$ cat src/rtl/nx_indirect_access_dump_engine.sv
// Indirect-access command initiator: walks an entry range and either dumps each
// entry onto a valid/ready stream or fills it with a fixed pattern.
module nx_indirect_access_dump_engine #(
    parameter int unsigned CMND_ADDRESS    = 0,
    parameter int unsigned N_REG_ADDR_BITS = 16,
    parameter int unsigned N_DATA_BITS     = 32,
    parameter int unsigned N_ENTRIES       = 16,
    parameter int unsigned N_TIMER_BITS    = 6,
    localparam int unsigned AW = (N_ENTRIES > 1) ? $clog2(N_ENTRIES) : 1
) (
    input  logic                       clk,
    input  logic                       rst_n,
    input  logic                       start,
    input  logic                       mode,
    input  logic [AW-1:0]              base_addr,
    input  logic [AW:0]                num_entries,
    input  logic [N_DATA_BITS-1:0]     fill_pattern,
    input  logic                       abort,
    output logic                       busy,
    output logic                       done,
    output logic                       err,
    output logic [2:0]                 err_code,
    output logic [AW:0]                entries_done,
    output logic [N_REG_ADDR_BITS-1:0] reg_addr,
    output logic [3:0]                 cmnd_op,
    output logic [AW-1:0]              cmnd_addr,
    output logic                       wr_stb,
    output logic [N_DATA_BITS-1:0]     wr_dat,
    input  logic [2:0]                 stat_code,
    input  logic [N_DATA_BITS-1:0]     rd_dat,
    output logic                       dump_valid,
    input  logic                       dump_ready,
    output logic [AW-1:0]              dump_addr,
    output logic [N_DATA_BITS-1:0]     dump_data
);

    typedef enum logic [2:0] {IDLE, ISSUE, WAIT, PUSH, FINISH} state_t;

    localparam logic [2:0]    STAT_OK      = 3'd0;
    localparam logic [2:0]    STAT_BUSY    = 3'd1;
    localparam logic [2:0]    CODE_TIMEOUT = 3'd7;
    localparam logic [AW-1:0] LAST_ADDR    = AW'(N_ENTRIES - 1);

    state_t                  state, state_nx;
    logic                    mode_q;
    logic [AW-1:0]           cur_addr;
    logic [AW:0]             num_q;
    logic [N_DATA_BITS-1:0]  pattern_q;
    logic                    abort_q;
    logic                    first_wait;
    logic [N_TIMER_BITS-1:0] timer;

    logic                    accept, entry_done, capture, err_set, timer_inc;
    logic [2:0]              err_val;
    logic [AW:0]             done_inc;

    assign done_inc = entries_done + (AW+1)'(1);

    always_ff @(posedge clk or negedge rst_n) begin
        if (!rst_n) state <= IDLE;
        else        state <= state_nx;
    end

    always_comb begin
        state_nx   = state;
        accept     = 1'b0;
        entry_done = 1'b0;
        capture    = 1'b0;
        err_set    = 1'b0;
        err_val    = '0;
        timer_inc  = 1'b0;
        busy       = 1'b0;
        done       = 1'b0;
        wr_stb     = 1'b0;
        reg_addr   = '0;
        cmnd_op    = '0;
        cmnd_addr  = '0;
        wr_dat     = '0;
        dump_valid = 1'b0;
        case (state)
            IDLE: begin
                if (start) begin
                    accept   = 1'b1;
                    state_nx = (num_entries == '0) ? FINISH : ISSUE;
                end
            end
            ISSUE: begin
                busy      = 1'b1;
                wr_stb    = 1'b1;
                reg_addr  = N_REG_ADDR_BITS'(CMND_ADDRESS);
                cmnd_op   = mode_q ? 4'h2 : 4'h1;
                cmnd_addr = cur_addr;
                if (mode_q) wr_dat = pattern_q;
                state_nx  = WAIT;
            end
            WAIT: begin
                busy = 1'b1;
                // First WAIT cycle still shows the previous status; skip it.
                if (!first_wait) begin
                    if (stat_code == STAT_BUSY) begin
                        if (timer == '1) begin
                            err_set  = 1'b1;
                            err_val  = CODE_TIMEOUT;
                            state_nx = FINISH;
                        end else begin
                            timer_inc = 1'b1;
                        end
                    end else if (stat_code == STAT_OK) begin
                        if (mode_q) begin
                            entry_done = 1'b1;
                        end else begin
                            capture  = 1'b1;
                            state_nx = PUSH;
                        end
                    end else begin
                        err_set  = 1'b1;
                        err_val  = stat_code;
                        state_nx = FINISH;
                    end
                end
            end
            PUSH: begin
                busy       = 1'b1;
                dump_valid = 1'b1;
                if (dump_ready) entry_done = 1'b1;
            end
            FINISH: begin
                done     = 1'b1;
                state_nx = IDLE;
            end
            default: state_nx = IDLE;
        endcase
        if (entry_done)
            state_nx = (done_inc == num_q || abort_q || abort) ? FINISH : ISSUE;
    end

    always_ff @(posedge clk or negedge rst_n) begin
        if (!rst_n) begin
            mode_q       <= 1'b0;
            cur_addr     <= '0;
            num_q        <= '0;
            pattern_q    <= '0;
            abort_q      <= 1'b0;
            first_wait   <= 1'b0;
            timer        <= '0;
            err          <= 1'b0;
            err_code     <= '0;
            entries_done <= '0;
            dump_addr    <= '0;
            dump_data    <= '0;
        end else begin
            if (accept) begin
                mode_q       <= mode;
                cur_addr     <= base_addr;
                num_q        <= num_entries;
                pattern_q    <= fill_pattern;
                abort_q      <= 1'b0;
                err          <= 1'b0;
                err_code     <= '0;
                entries_done <= '0;
            end else if (state != IDLE && abort) begin
                abort_q <= 1'b1;
            end
            if (state == ISSUE) begin
                timer      <= '0;
                first_wait <= 1'b1;
            end
            if (state == WAIT) first_wait <= 1'b0;
            if (timer_inc) timer <= timer + 1'b1;
            if (capture) begin
                dump_addr <= cur_addr;
                dump_data <= rd_dat;
            end
            if (err_set) begin
                err      <= 1'b1;
                err_code <= err_val;
            end
            if (entry_done) begin
                entries_done <= done_inc;
                cur_addr     <= (cur_addr == LAST_ADDR) ? '0 : cur_addr + 1'b1;
            end
        end
    end

endmodule

$ cat config.mk
export PLATFORM = sky130hd
export DESIGN_NAME = nx_indirect_access_dump_engine
export DESIGN_NICKNAME = d
export VERILOG_FILES = /design/src/rtl/nx_indirect_access_dump_engine.sv
export SDC_FILE = /design/constraint.sdc
export NUM_CORES = 1
export LEC_CHECK = 0
export BUFFER_PORTS_ARGS = -buffer_cell sky130_fd_sc_hd__buf_2
export CELL_PAD_IN_SITES_DETAIL_PLACEMENT = 0
export CELL_PAD_IN_SITES_GLOBAL_PLACEMENT = 1
export CORE_ASPECT_RATIO = 1.5
export CORE_UTILIZATION = 32
export CTS_CLUSTER_SIZE = 20
export DETAILED_ROUTE_END_ITERATION = 10
export GPL_TIMING_DRIVEN = 0
export PLACE_DENSITY_LB_ADDON = 0.1
export SYNTH_ARGS = -nofsm -noshare
export SYNTH_HDL_FRONTEND = slang
export SYNTH_SLANG_ARGS = --single-unit
$ cat constraint.sdc
create_clock -name clk -period 2.1 [get_ports clk]
set_input_delay 0.21 -clock clk [delete_from_list [all_inputs] [get_ports clk]]
set_output_delay 0.21 -clock clk [all_outputs]
set_load 0.02 [all_outputs]
==> flow_summary.ini <==
[routing]
initialDrtViolationCount = 105
ant_nets = 0
first_pass_iters = 6
viasPerCell = 4.58
via_count = 4000
post_drt_wl_per_cell_um = 13.6
remaining_drc_errors = 0
finalWirelength_um = 11900

[cells_and_area]
area_growth_pct = 33.8
mostFrequentLayoutCells = buf_2, nand2_1, dfrtp_1, and3_1, mux2_2
utilization = 0.442
design_area_um2 = 6210
nNetsFinal = 763
final_common_cell = buf_2
antennaDiodeCount = 0
drive_gt1_frac = 0.387

[placement]
port_buffers = 168
dpl.hpwl_um = 8830
gp_congestion = 0.765
place_area_um2 = 5810

[clock_tree]
cts_tree = yes
cts.path.max_buffers = 2
h-tree-depth = 3
cts_inserted_buffers = 9
cts-root-buf = clkbuf_16
clock_latency_ns = 0.34
cts.sinks = 98
clk_pin_slew_ns = 0.07

[pwr]
total_power_w = 0.00790
seqPwrFrac = 0.397
power.density_nw_per_um2 = 1270
irDropWorstVdd_uv = 390
swShare = 0.393
internal_power_w = 0.00480
clockPowerShare = 0.204
p_sw_w = 0.00311
p_comb_frac = 0.399
leakagePower_nw = 3.45

[sta]
slew_headroom = 0.471
worst_hold_slack_ns = 0.0507
worst_pin_slew_ns = 0.794
period_needed_ns = 2.07
fmax_ghz = 0.484
rsz0062_at_grt = true
drv_slew = 0
setup_viol = 0
finalClockSkew_ns = 0.00969
finalSetupTns_ns = 0
finalCritPeriodShare = 0.984
final-hold-violation-count = 0

[yosys]
synthCells = 475
synth_top_area_cell = dfrtp_1
netlist_area_um2 = 4640
ys.flop_type = dfrtp_1
synthArstFlopShare = 1.00
syn_area_per_cell_um2 = 9.77
synth_top_area_frac = 0.528
yosysSeqAreaShare = 0.528
ys_types = 46
synth_warnings = 0
synth_area_leaders = dfrtp_1, nand2_1, mux2_2
ys_ff_latch = 98
synth-edff-count = 0

[grt]
antenna_found_initial = 0
first_global_vias = 3820
track_usage = 0.158
grt_pass1_wl_um = 18400
overflow = 0
grt_max_degree = 61

[critical_path]
crit_type = reg -> reg
start_kind = flip-flop
cp_max_fo = 7
regToRegSetupSlack_ns = 0.03
cp-startpoint = state[0]
cp_data_required_time_ns = 2.31
r2r_start = state[0]
cp-end-kind = flip-flop
arrival_ns = 2.28

[floorplan]
die_h_um = 149
start_util = 0.330
die_area_um2 = 15000
rows = 53
chipWidth_um = 100
core_area_um2 = 14100
io_pins = 187

[hold_path]
hold_start = fill_pattern[7]
hold_class = in -> reg

[status]
status = complete, no violations

[run]
max_cap_violations = 0
-- synthesized netlist by cell type, drive strengths merged, types with 4 or more instances --
cell type and instances:
a21oi 7, and2 4, and3 36, buf 21
clkbuf 22, dfrtp 98, inv 7, mux2 36
nand2 136, nand2b 7, nand3 8, nor2 17
nor3 5, o21ai 30, o31ai 4, xor2 4
-- final timing paths --
check	end	depth (start not counted)
min in group asynchronous	dump_data[13]	2
max in group asynchronous	entries_done[1]	3
setup / recovery	state[0]	5
hold reg to reg	pattern_q[25]	2
hold / removal	pattern_q[7]	3
setup reg to reg	state[0]	5
-- registers in the layout, indices dropped and copies added, names as in the netlist --
signal        cells
num_q             5
first_wait        1
err               1
entries_done      5
abort_q           1
dump_data        32
timer             6
mode_q            1
pattern_q        32
dump_addr         4
cur_addr          4
state             3
err_code          3
-- layer usage --
metal  wire [um]  GRT usage  up-vias  part of all wire
met2        5730      0.266      152              0.48
li1            -          -     1966                 -
met4         180     0.0652        0             0.015
met3         810     0.0355       12             0.068
met5           0          0        -                 0
met1        5130      0.192     1870              0.43
-- worst max-delay path, stage by stage (launching register included) --
cell and delay, ns:
dfrtp_2 0.46, or4b_4 0.58, o31ai_4 0.40, o21ai_2 0.13, o31ai_4 0.31, a21oi_1 0.07
-- area by class of cell --
| type | count | area, um2 |
|---|---|---|
| Fill cell | 1494 | 7850 |
| Sequential cell | 98 | 2450 |
| Multi-Input combinational cell | 344 | 2000 |
| Timing Repair Buffer | 177 | 938 |
| Buffer | 41 | 265 |
| Tap cell | 192 | 240 |
| Clock buffer | 10 | 229 |
| Clock inverter | 5 | 56.3 |
| Inverter | 7 | 26.3 |
-- logic make-up after synthesis --
group	Yosys count	synth area share
xor+xnor	7	0.0132
buf+inv	50	0.0601
fa+ha+maj	3	0.00809
simple gates	221	0.218
other cells	1	0.000808
mux	37	0.0895
flops	98	0.528
compound gates	58	0.0814
-- metrics by stage --
stage	setup WS [ns]	instances
after floorplan	0.0148	492
after global placement	-0.318	852
after detailed placement	-0.327	853
after CTS	0.0184	874
after global routing	-0.0332	874
final	0.0338	874
-- what timing repair did --
item | CTS | global route
hold buffers | 1 | 0
resized for setup | 15 | 8
pin swaps | 3 | 3
endpoints found under the hold margin | 38 | 0
buffers inserted | 6 | 1
setup endpoints to repair | 115 | 75
-- power by group through the flow --
stage / clock, W / combinational (W) / sequential (W)
after floorplan: 0 / 0.00172 / 0.00344
after global placement: 0 / 0.00307 / 0.00311
after detailed placement: 0 / 0.00309 / 0.00316
after CTS: 0.00167 / 0.00318 / 0.00313
after global routing: 0.00174 / 0.00351 / 0.00324
final: 0.00162 / 0.00315 / 0.00314
No activity file was read; power rests on OpenSTA's default activity.
